===== src/rtl/python_sync_pkg.sv =====
// Python LVDS sync/training code words in 10-bit form.
// Provides a helper that adapts them to the configured word width.
package python_sync_pkg;

  localparam logic [9:0] CODE_FS  = 10'h2AA;
  localparam logic [9:0] CODE_FE  = 10'h3AA;
  localparam logic [9:0] CODE_LS  = 10'h0AA;
  localparam logic [9:0] CODE_LE  = 10'h12A;
  localparam logic [9:0] CODE_BL  = 10'h015;
  localparam logic [9:0] CODE_IMG = 10'h035;
  localparam logic [9:0] CODE_TR  = 10'h3A6;

  // 8-bit mode drops the two LSBs of each 10-bit code.
  function automatic logic [9:0] sync_code(input int data_width, input logic [9:0] code10);
    return (data_width == 8) ? (code10 >> 2) : code10;
  endfunction

endpackage


===== src/rtl/python_line_tracker.sv =====
// Frame edge detection, line counting, and first/last/black line and error flags.
// Latency: flags are combinational on the stage-1 word; counter/height registered.
// Backpressure: none; the stream advances every cycle.
module python_line_tracker #(
  parameter int LINE_CNT_WIDTH = 16,
  parameter int BLACK_LINES    = 0
) (
  input  logic                      clk,
  input  logic                      reset,
  input  logic                      i_fval,
  input  logic                      i_lval,
  input  logic [LINE_CNT_WIDTH-1:0] iv_line_total,
  input  logic                      fval_cur,
  input  logic                      act_cur,
  output logic                      fval_in,
  output logic                      act_next,
  output logic                      line_start,
  output logic                      line_end,
  output logic                      first_line,
  output logic                      last_line,
  output logic                      black_line,
  output logic                      err
);

  logic                      ign;
  logic                      fval_prev;
  logic                      act_prev;
  logic                      rise;
  logic                      fall;
  logic [LINE_CNT_WIDTH-1:0] cnt;
  logic [LINE_CNT_WIDTH-1:0] height;

  // A frame already running when reset drops stays masked until fval goes low.
  assign fval_in    = i_fval & ~ign;
  assign act_next   = fval_in & i_lval;
  assign rise       = fval_in & ~fval_cur;
  assign fall       = fval_prev & ~fval_cur;
  assign line_start = act_cur & ~act_prev;
  assign line_end   = act_cur & ~act_next;

  always_ff @(posedge clk) begin
    if (reset) begin
      ign       <= 1'b1;
      fval_prev <= 1'b0;
      act_prev  <= 1'b0;
      cnt       <= '0;
      height    <= '0;
    end else begin
      if (!i_fval) ign <= 1'b0;
      fval_prev <= fval_cur;
      act_prev  <= act_cur;
      if (rise) begin
        cnt    <= '0;
        height <= iv_line_total;
      end else if (line_end && (cnt != '1)) begin
        cnt <= cnt + 1'b1;
      end
    end
  end

  assign first_line = (cnt == '0);
  assign last_line  = (height != '0) && (cnt == height - 1'b1);
  assign err        = (line_start & line_end) | (fall & (cnt != height));

  if (BLACK_LINES > 0) begin : g_black
    assign black_line = (cnt < LINE_CNT_WIDTH'(BLACK_LINES));
  end else begin : g_no_black
    assign black_line = 1'b0;
  end

endmodule


===== src/rtl/python_sync_encoder.sv =====
// Formats an fval/lval/pixel stream into Python LVDS data + sync channel words.
// Latency: 2 cycles on every output; stage 2 gives one word of lookahead.
// Backpressure: none; one word accepted and emitted every cycle.
module python_sync_encoder
  import python_sync_pkg::*;
#(
  parameter int DATA_WIDTH     = 10,
  parameter int CHANNEL_NUM    = 4,
  parameter int LINE_CNT_WIDTH = 16,
  parameter int BLACK_LINES    = 0
) (
  input  logic                              clk,
  input  logic                              reset,
  input  logic                              i_fval,
  input  logic                              i_lval,
  input  logic [DATA_WIDTH*CHANNEL_NUM-1:0] iv_pix_data,
  input  logic [LINE_CNT_WIDTH-1:0]         iv_line_total,
  output logic                              o_fval,
  output logic                              o_lval,
  output logic [DATA_WIDTH*CHANNEL_NUM-1:0] ov_pix_data,
  output logic [DATA_WIDTH-1:0]             ov_sync,
  output logic                              o_err
);

  localparam int PW = DATA_WIDTH * CHANNEL_NUM;

  localparam logic [DATA_WIDTH-1:0] C_FS  = DATA_WIDTH'(sync_code(DATA_WIDTH, CODE_FS));
  localparam logic [DATA_WIDTH-1:0] C_FE  = DATA_WIDTH'(sync_code(DATA_WIDTH, CODE_FE));
  localparam logic [DATA_WIDTH-1:0] C_LS  = DATA_WIDTH'(sync_code(DATA_WIDTH, CODE_LS));
  localparam logic [DATA_WIDTH-1:0] C_LE  = DATA_WIDTH'(sync_code(DATA_WIDTH, CODE_LE));
  localparam logic [DATA_WIDTH-1:0] C_BL  = DATA_WIDTH'(sync_code(DATA_WIDTH, CODE_BL));
  localparam logic [DATA_WIDTH-1:0] C_IMG = DATA_WIDTH'(sync_code(DATA_WIDTH, CODE_IMG));
  localparam logic [DATA_WIDTH-1:0] C_TR  = DATA_WIDTH'(sync_code(DATA_WIDTH, CODE_TR));

  logic          fval_in;
  logic          act_next;
  logic          line_start;
  logic          line_end;
  logic          first_line;
  logic          last_line;
  logic          black_line;
  logic          err;
  logic          s1_fval;
  logic          s1_act;
  logic [PW-1:0] s1_pix;
  logic [DATA_WIDTH-1:0] sync_d;
  logic [PW-1:0]         pix_d;

  python_line_tracker #(
    .LINE_CNT_WIDTH (LINE_CNT_WIDTH),
    .BLACK_LINES    (BLACK_LINES)
  ) u_line_tracker (
    .clk           (clk),
    .reset         (reset),
    .i_fval        (i_fval),
    .i_lval        (i_lval),
    .iv_line_total (iv_line_total),
    .fval_cur      (s1_fval),
    .act_cur       (s1_act),
    .fval_in       (fval_in),
    .act_next      (act_next),
    .line_start    (line_start),
    .line_end      (line_end),
    .first_line    (first_line),
    .last_line     (last_line),
    .black_line    (black_line),
    .err           (err)
  );

  // Stage 1 holds the word being coded; the live input is its successor.
  always_ff @(posedge clk) begin
    if (reset) begin
      s1_fval <= 1'b0;
      s1_act  <= 1'b0;
      s1_pix  <= '0;
    end else begin
      s1_fval <= fval_in;
      s1_act  <= act_next;
      s1_pix  <= iv_pix_data;
    end
  end

  always_comb begin
    sync_d = C_TR;
    pix_d  = {CHANNEL_NUM{C_TR}};
    if (s1_act) begin
      pix_d = s1_pix;
      if (line_start)    sync_d = first_line ? C_FS : C_LS;
      else if (line_end) sync_d = last_line  ? C_FE : C_LE;
      else               sync_d = black_line ? C_BL : C_IMG;
    end
  end

  always_ff @(posedge clk) begin
    if (reset) begin
      o_fval      <= 1'b0;
      o_lval      <= 1'b0;
      ov_pix_data <= {CHANNEL_NUM{C_TR}};
      ov_sync     <= C_TR;
      o_err       <= 1'b0;
    end else begin
      o_fval      <= s1_fval;
      o_lval      <= s1_act;
      ov_pix_data <= pix_d;
      ov_sync     <= sync_d;
      o_err       <= err;
    end
  end

endmodule


===== config.mk =====
export PLATFORM = sky130hd
export DESIGN_NAME = python_sync_encoder
export DESIGN_NICKNAME = d
export VERILOG_FILES = /design/src/rtl/python_sync_pkg.sv /design/src/rtl/python_line_tracker.sv /design/src/rtl/python_sync_encoder.sv
export SDC_FILE = /design/constraint.sdc
export NUM_CORES = 1
export LEC_CHECK = 0
export ABC_AREA = 1
export CAP_MARGIN = 20
export CORE_UTILIZATION = 50
export DETAILED_ROUTE_END_ITERATION = 6
export PLACE_DENSITY_LB_ADDON = 0.2
export SLEW_MARGIN = 20
export SYNTH_ARGS = -nofsm -noshare
export SYNTH_HDL_FRONTEND = slang
export SYNTH_HIERARCHICAL = 1
export SYNTH_SLANG_ARGS = --single-unit

===== constraint.sdc =====
create_clock -name clk -period 1.95 [get_ports clk]
set_input_delay 0.2925 -clock clk [delete_from_list [all_inputs] [get_ports clk]]
set_output_delay 0.2925 -clock clk [all_outputs]
set_load 0.005 [all_outputs]

# Word level (Yosys, flattened, before mapping)
# Index checks and enable logic that the tools add are counted.
# W data, S select, Z words.
# op_classes
mux,4
addsub,2
n_reduce_logical,6
n_bitwise,14
n_eq_ne,3
# ops
op,n
$mux W10,4
$add A16 B1 Y16 const B,1
$eq A16 B16 Y1,1
$logic_not A16 Y1,1
$ne A16 B16 Y1,1
$ne A16 B16 Y1 const B,1
$reduce_bool A16 Y1,1
$sub A16 B1 Y16 const B,1
$and A1 B1 Y1,8
$not A1 Y1,5
$reduce_or A2 Y1,2
$logic_and A1 B1 Y1,2
$or A1 B1 Y1,1
# totals
elab_cells,40
out_inout_bits,53
ff_bits,128
inputBits,60

# Longest topological paths before layout
# depth
depth_word,7
mapped_depth,14
mapped_depth_nobuf,14

# By module
# The synthesis kept the hierarchy.
# by_module_without_submodules
mod,instances,seq_area_each_um2,cells_per_inst,area_each_um2
python_sync_encoder,1,1861.8,267,2637.5
python_line_tracker,1,700.7,413,2478.6

# Worst setup path before layout
# OpenSTA, ideal clock, no wires.
# synth_timing
path_kind,flip-flop to flip-flop
startpoint,register u_line_tracker.cnt[0]
endpoint,register u_line_tracker.cnt[6]
period_less_slack_ns,1.587
stages_incl_launch_ff,12
setup_slack_ns,0.363
setup_time_ns,0.123
n_path_buf,1
required_time_ns,1.827
arrival_ns,1.465
cell_sequence,dfxtp_1 > ha_1 > inv_1 > nor2_4 > inv_2 > nor2_4 > nand3_2 > nand2_4 > inv_2 > buf_6 > nand2_1 > a21oi_2
# synth_via
elab_chain_len,2
elab_cells_between_ends,3
cone_classes,1 x add/sub; 1 x eq/ne; 1 x reduce/logical
# synth_lines
item,line,rtl
"start, declared",python_line_tracker.sv:30,logic [LINE_CNT_WIDTH-1:0] cnt;
"start signal, assigned",python_line_tracker.sv:56,cnt <= cnt + 1'b1;
"parallel branches: the longest is 2 deep, another holds $add A16 B1 Y16",--,
# Parallel ways; which one is timed is not known.
# A chain may end at the register's enable or synchronous reset.

# Worst setup path in the final report
# layout_timing
startpoint,register u_line_tracker.height[0]
endpoint,register ov_sync[7]
# layout_via
elab_chain_len,6
elab_cells_between_ends,7
cone_classes,1 x add/sub; 1 x eq/ne; 3 x mux; 2 x reduce/logical
# layout_lines
item,line,rtl
"start, declared",python_line_tracker.sv:31,logic [LINE_CNT_WIDTH-1:0] height;
"start signal, assigned",python_line_tracker.sv:54,height <= iv_line_total;
$sub A16 B1 Y16,python_line_tracker.sv:62,assign last_line = (height != '0) && (cnt == height - 1'b1);
$eq A16 B16 Y1,python_line_tracker.sv:62,
$logic_and A1 B1 Y1 *,python_line_tracker.sv:62,
named net last_line,python_sync_encoder.sv:40,logic last_line;
$mux W10 * (2 in a row),python_sync_encoder.sv:89,else if (line_end) sync_d = last_line ? C_FE : C_LE;
$mux W10 *,python_sync_encoder.sv:88,if (line_start) sync_d = first_line ? C_FS : C_LS;
"end signal, assigned",python_sync_encoder.sv:105,ov_sync <= sync_d;
"end, declared",python_sync_encoder.sv:21,"output logic [DATA_WIDTH-1:0] ov_sync,"
# Mark *: on every way through the listed nets, which the timed path passes. The rest lies on a longest branch.

==> flow_summary.json <==
{
  "synth_compound_gate_area_share": 0.0570,
  "cts_max_level": 4,
  "synthSimpleGateAreaFrac": 0.278,
  "arrival_ns": 2.26,
  "status": "finished clean",
  "hold_viol_final": 0,
  "root_buffer": "clkbuf_8",
  "drt_iter0_markers": 348,
  "synth.area.top_cells": "dfxtp_1, nand2_1, inv_1",
  "synth_adder_area_share": 0.00978,
  "drt_first_pass_iters": 5,
  "clkSlewWorstSetupHoldPaths_ns": 0.07,
  "yosys_warnings": 6,
  "use_met3": 0.0597,
  "cts_buffers": 17,
  "finalCritPeriodShare": 0.930,
  "synth_top_area_cell": "dfxtp_1",
  "synthArstFlopShare": 0,
  "path_buf_inv": 3,
  "crit_slowest_cell": "dfxtp_1",
  "syn_inst": 680,
  "die_area_um2": 10600,
  "holdBufCountCts": 0,
  "netlist_area_um2": 5120,
  "cellPowerDensity_nw_per_um2": 933,
  "globalplace.congestion": 0.974,
  "synth_fp_nets": 744,
  "clockBufferDepth": 2,
  "n_antenna_cell": 0,
  "grt-ovfl-total": 0,
  "p_total_mw": 6.60,
  "synth_mux_area_frac": 0,
  "synth_top_area_share": 0.501,
  "syn_area_per_cell_um2": 7.52,
  "synth-edff-count": 0,
  "grt_max_degree": 42,
  "finalMaxSlewViolations": 0,
  "synthXorXnorAreaFrac": 0.0342,
  "use_met2": 0.454,
  "final_antenna_net_count": 0,
  "drive_above_1_share": 0.103,
  "start_util": 0.519,
  "dpl.hpwl_mm": 9.65,
  "synth_top_family_by_area": "simple AND/OR/NAND/NOR gates",
  "postCtsSetupRepairBufs": 0,
  "path_delay_family": "simple AND/OR/NAND/NOR gates",
  "yosysMostFrequentCell": "nand2_1",
  "grtUsageMet1": 0.309,
  "required_ns": 2.39,
  "vias": 4586,
  "crit_path_max_fanout": 5,
  "coreArea_um2": 9860,
  "cts_tree": "done",
  "placed_cells_incl_taps": 927,
  "portBuffers": 111,
  "grt_use_total": 0.258,
  "vias_per_cell": 4.78,
  "grt_pass1_wl_mm": 20.4,
  "end_kind": "flip-flop",
  "postCtsResizedCells": 0,
  "skew_ns": 0.0136,
  "drc_errors": 0,
  "yosysSeqAreaShare": 0.501,
  "die_w_um": 103,
  "hp-class": "input port to flip-flop",
  "synthTopCellsByCount": "nand2_1, dfxtp_1, inv_1",
  "area_growth_pct": 38.3,
  "cpMostUsedCell": "nand2_1",
  "startpoint_type": "flip-flop",
  "crit_chain": "inv_1 > ha_1 > inv_1 > nand2_1 > nand2_1 > nor2_1 > nand2_1 > nor2_1 > nand2_1 > nor2_1 > nand3_1 > nor2_1 > buf_4 > nand2_1 > nand3_1",
  "dpl_cell_area_um2": 6440,
  "ys_ff_latch": 128,
  "busiest_layer": "met2",
  "grt_pass1_vias": 4306,
  "routed_wl_mm": 13.0,
  "peakVddDrop_mv": 0.770,
  "max_freq_mhz": 551,
  "power_leakage_nw": 3.18,
  "clkSinkCount": 128,
  "antenna_found_initial": 0,
  "rsz0062_at_grt": "false",
  "fin_cells": 959,
  "synth_flop_cell": "dfxtp_1",
  "pin_count": 113,
  "finalCoreUtilization": 0.717,
  "clk_latency_ns": 0.51,
  "max_stage_delay_ns": 0.33,
  "die_h_um": 103,
  "min_period_ns": 1.81,
  "stdcell_area_um2": 7080,
  "finalSetupViolCount": 0,
  "row_count": 36,
  "nets": 877,
  "wl_per_cell_um": 13.6,
  "synth_cell_types": 30,
  "path_class": "flip-flop to flip-flop",
  "cap_viol_max_count": 0,
  "setup_tns_ns": 0
}
-- cell families after synthesis --
kind of cell | Yosys count
simple gates | 331
buf+inv | 142
flops | 128
compound gates | 53
xor+xnor | 20
fa+ha+maj | 4
other cells | 2
-- final cells by class --
class | instances | area, µm²
Timing Repair Buffer | 138 | 1320
Sequential cell | 128 | 2560
Tap cell | 133 | 166
Inverter | 118 | 443
Clock buffer | 18 | 428
Clock inverter | 14 | 194
Multi-Input combinational cell | 410 | 1960
Fill cell | 772 | 2790
-- per-stage QoR --
step	setup WS, ns	hold WS, ns
CTS	0.102	0.0865
detailed placement	0.0358	0.392
floorplan	0.363	0.362
global route	0.00220	0.0937
global placement	0.135	0.386
finish	0.136	0.107
-- power breakdown --
group          leakage, nW  internal, mW  total, mW  switching [mW]
logic                 1.83         0.271      0.582           0.311
clock network        0.307          2.03       3.29            1.25
registers             1.05          2.69       2.74          0.0429
total                 3.18          5.00       6.60            1.61
-- layout by cell type (no fill, tap or decap), types with 2 or more instances in the layout --
master / instances
nand2_4: 2
inv_6: 4
nor2_1: 110
nand3_1: 32
xnor2_1: 4
clkinv_4: 4
ha_1: 3
nand4_1: 8
bufinv_16: 3
or2_1: 23
clkdlybuf4s50_1: 110
dfxtp_2: 2
a21oi_1: 27
nor3_1: 6
inv_8: 3
clkbuf_16: 16
nor2_4: 2
inv_1: 115
conb_1: 2
dfxtp_1: 126
nor2_2: 4
nand2_1: 138
clkbuf_8: 2
xor2_1: 16
a21oi_2: 7
buf_4: 26
o21ai_0: 19
nand3_2: 2
inv_2: 3
-- routing by layer --
| layer | routed length (µm) | share of wire |
|---|---|---|
| met5 | 0 | 0 |
| met4 | 166 | 0.013 |
| met3 | 831 | 0.064 |
| met2 | 6500 | 0.50 |
| met1 | 5510 | 0.42 |
-- state kept, by name, indices dropped and copies added (netlist names) --
signal,cells
o_err,1
o_fval,1
o_lval,1
ov_pix_data,40
ov_sync,8
s1_act,1
s1_fval,1
s1_pix,40
u_line_tracker/act_prev,1
u_line_tracker/cnt,16
u_line_tracker/fval_prev,1
u_line_tracker/height,16
u_line_tracker/ign,1
-- worst paths after layout --
kind	startpoint	end	slack, ns	depth (start not counted)
min	reset	o_err	0.11	2
max	u_line_tracker/height[0]	ov_sync[7]	0.14	15
max reg2reg	u_line_tracker/height[0]	ov_sync[7]	0.14	15
min reg2reg	s1_pix[11]	ov_pix_data[11]	0.40	1
Power figures use the tool's default switching activity.
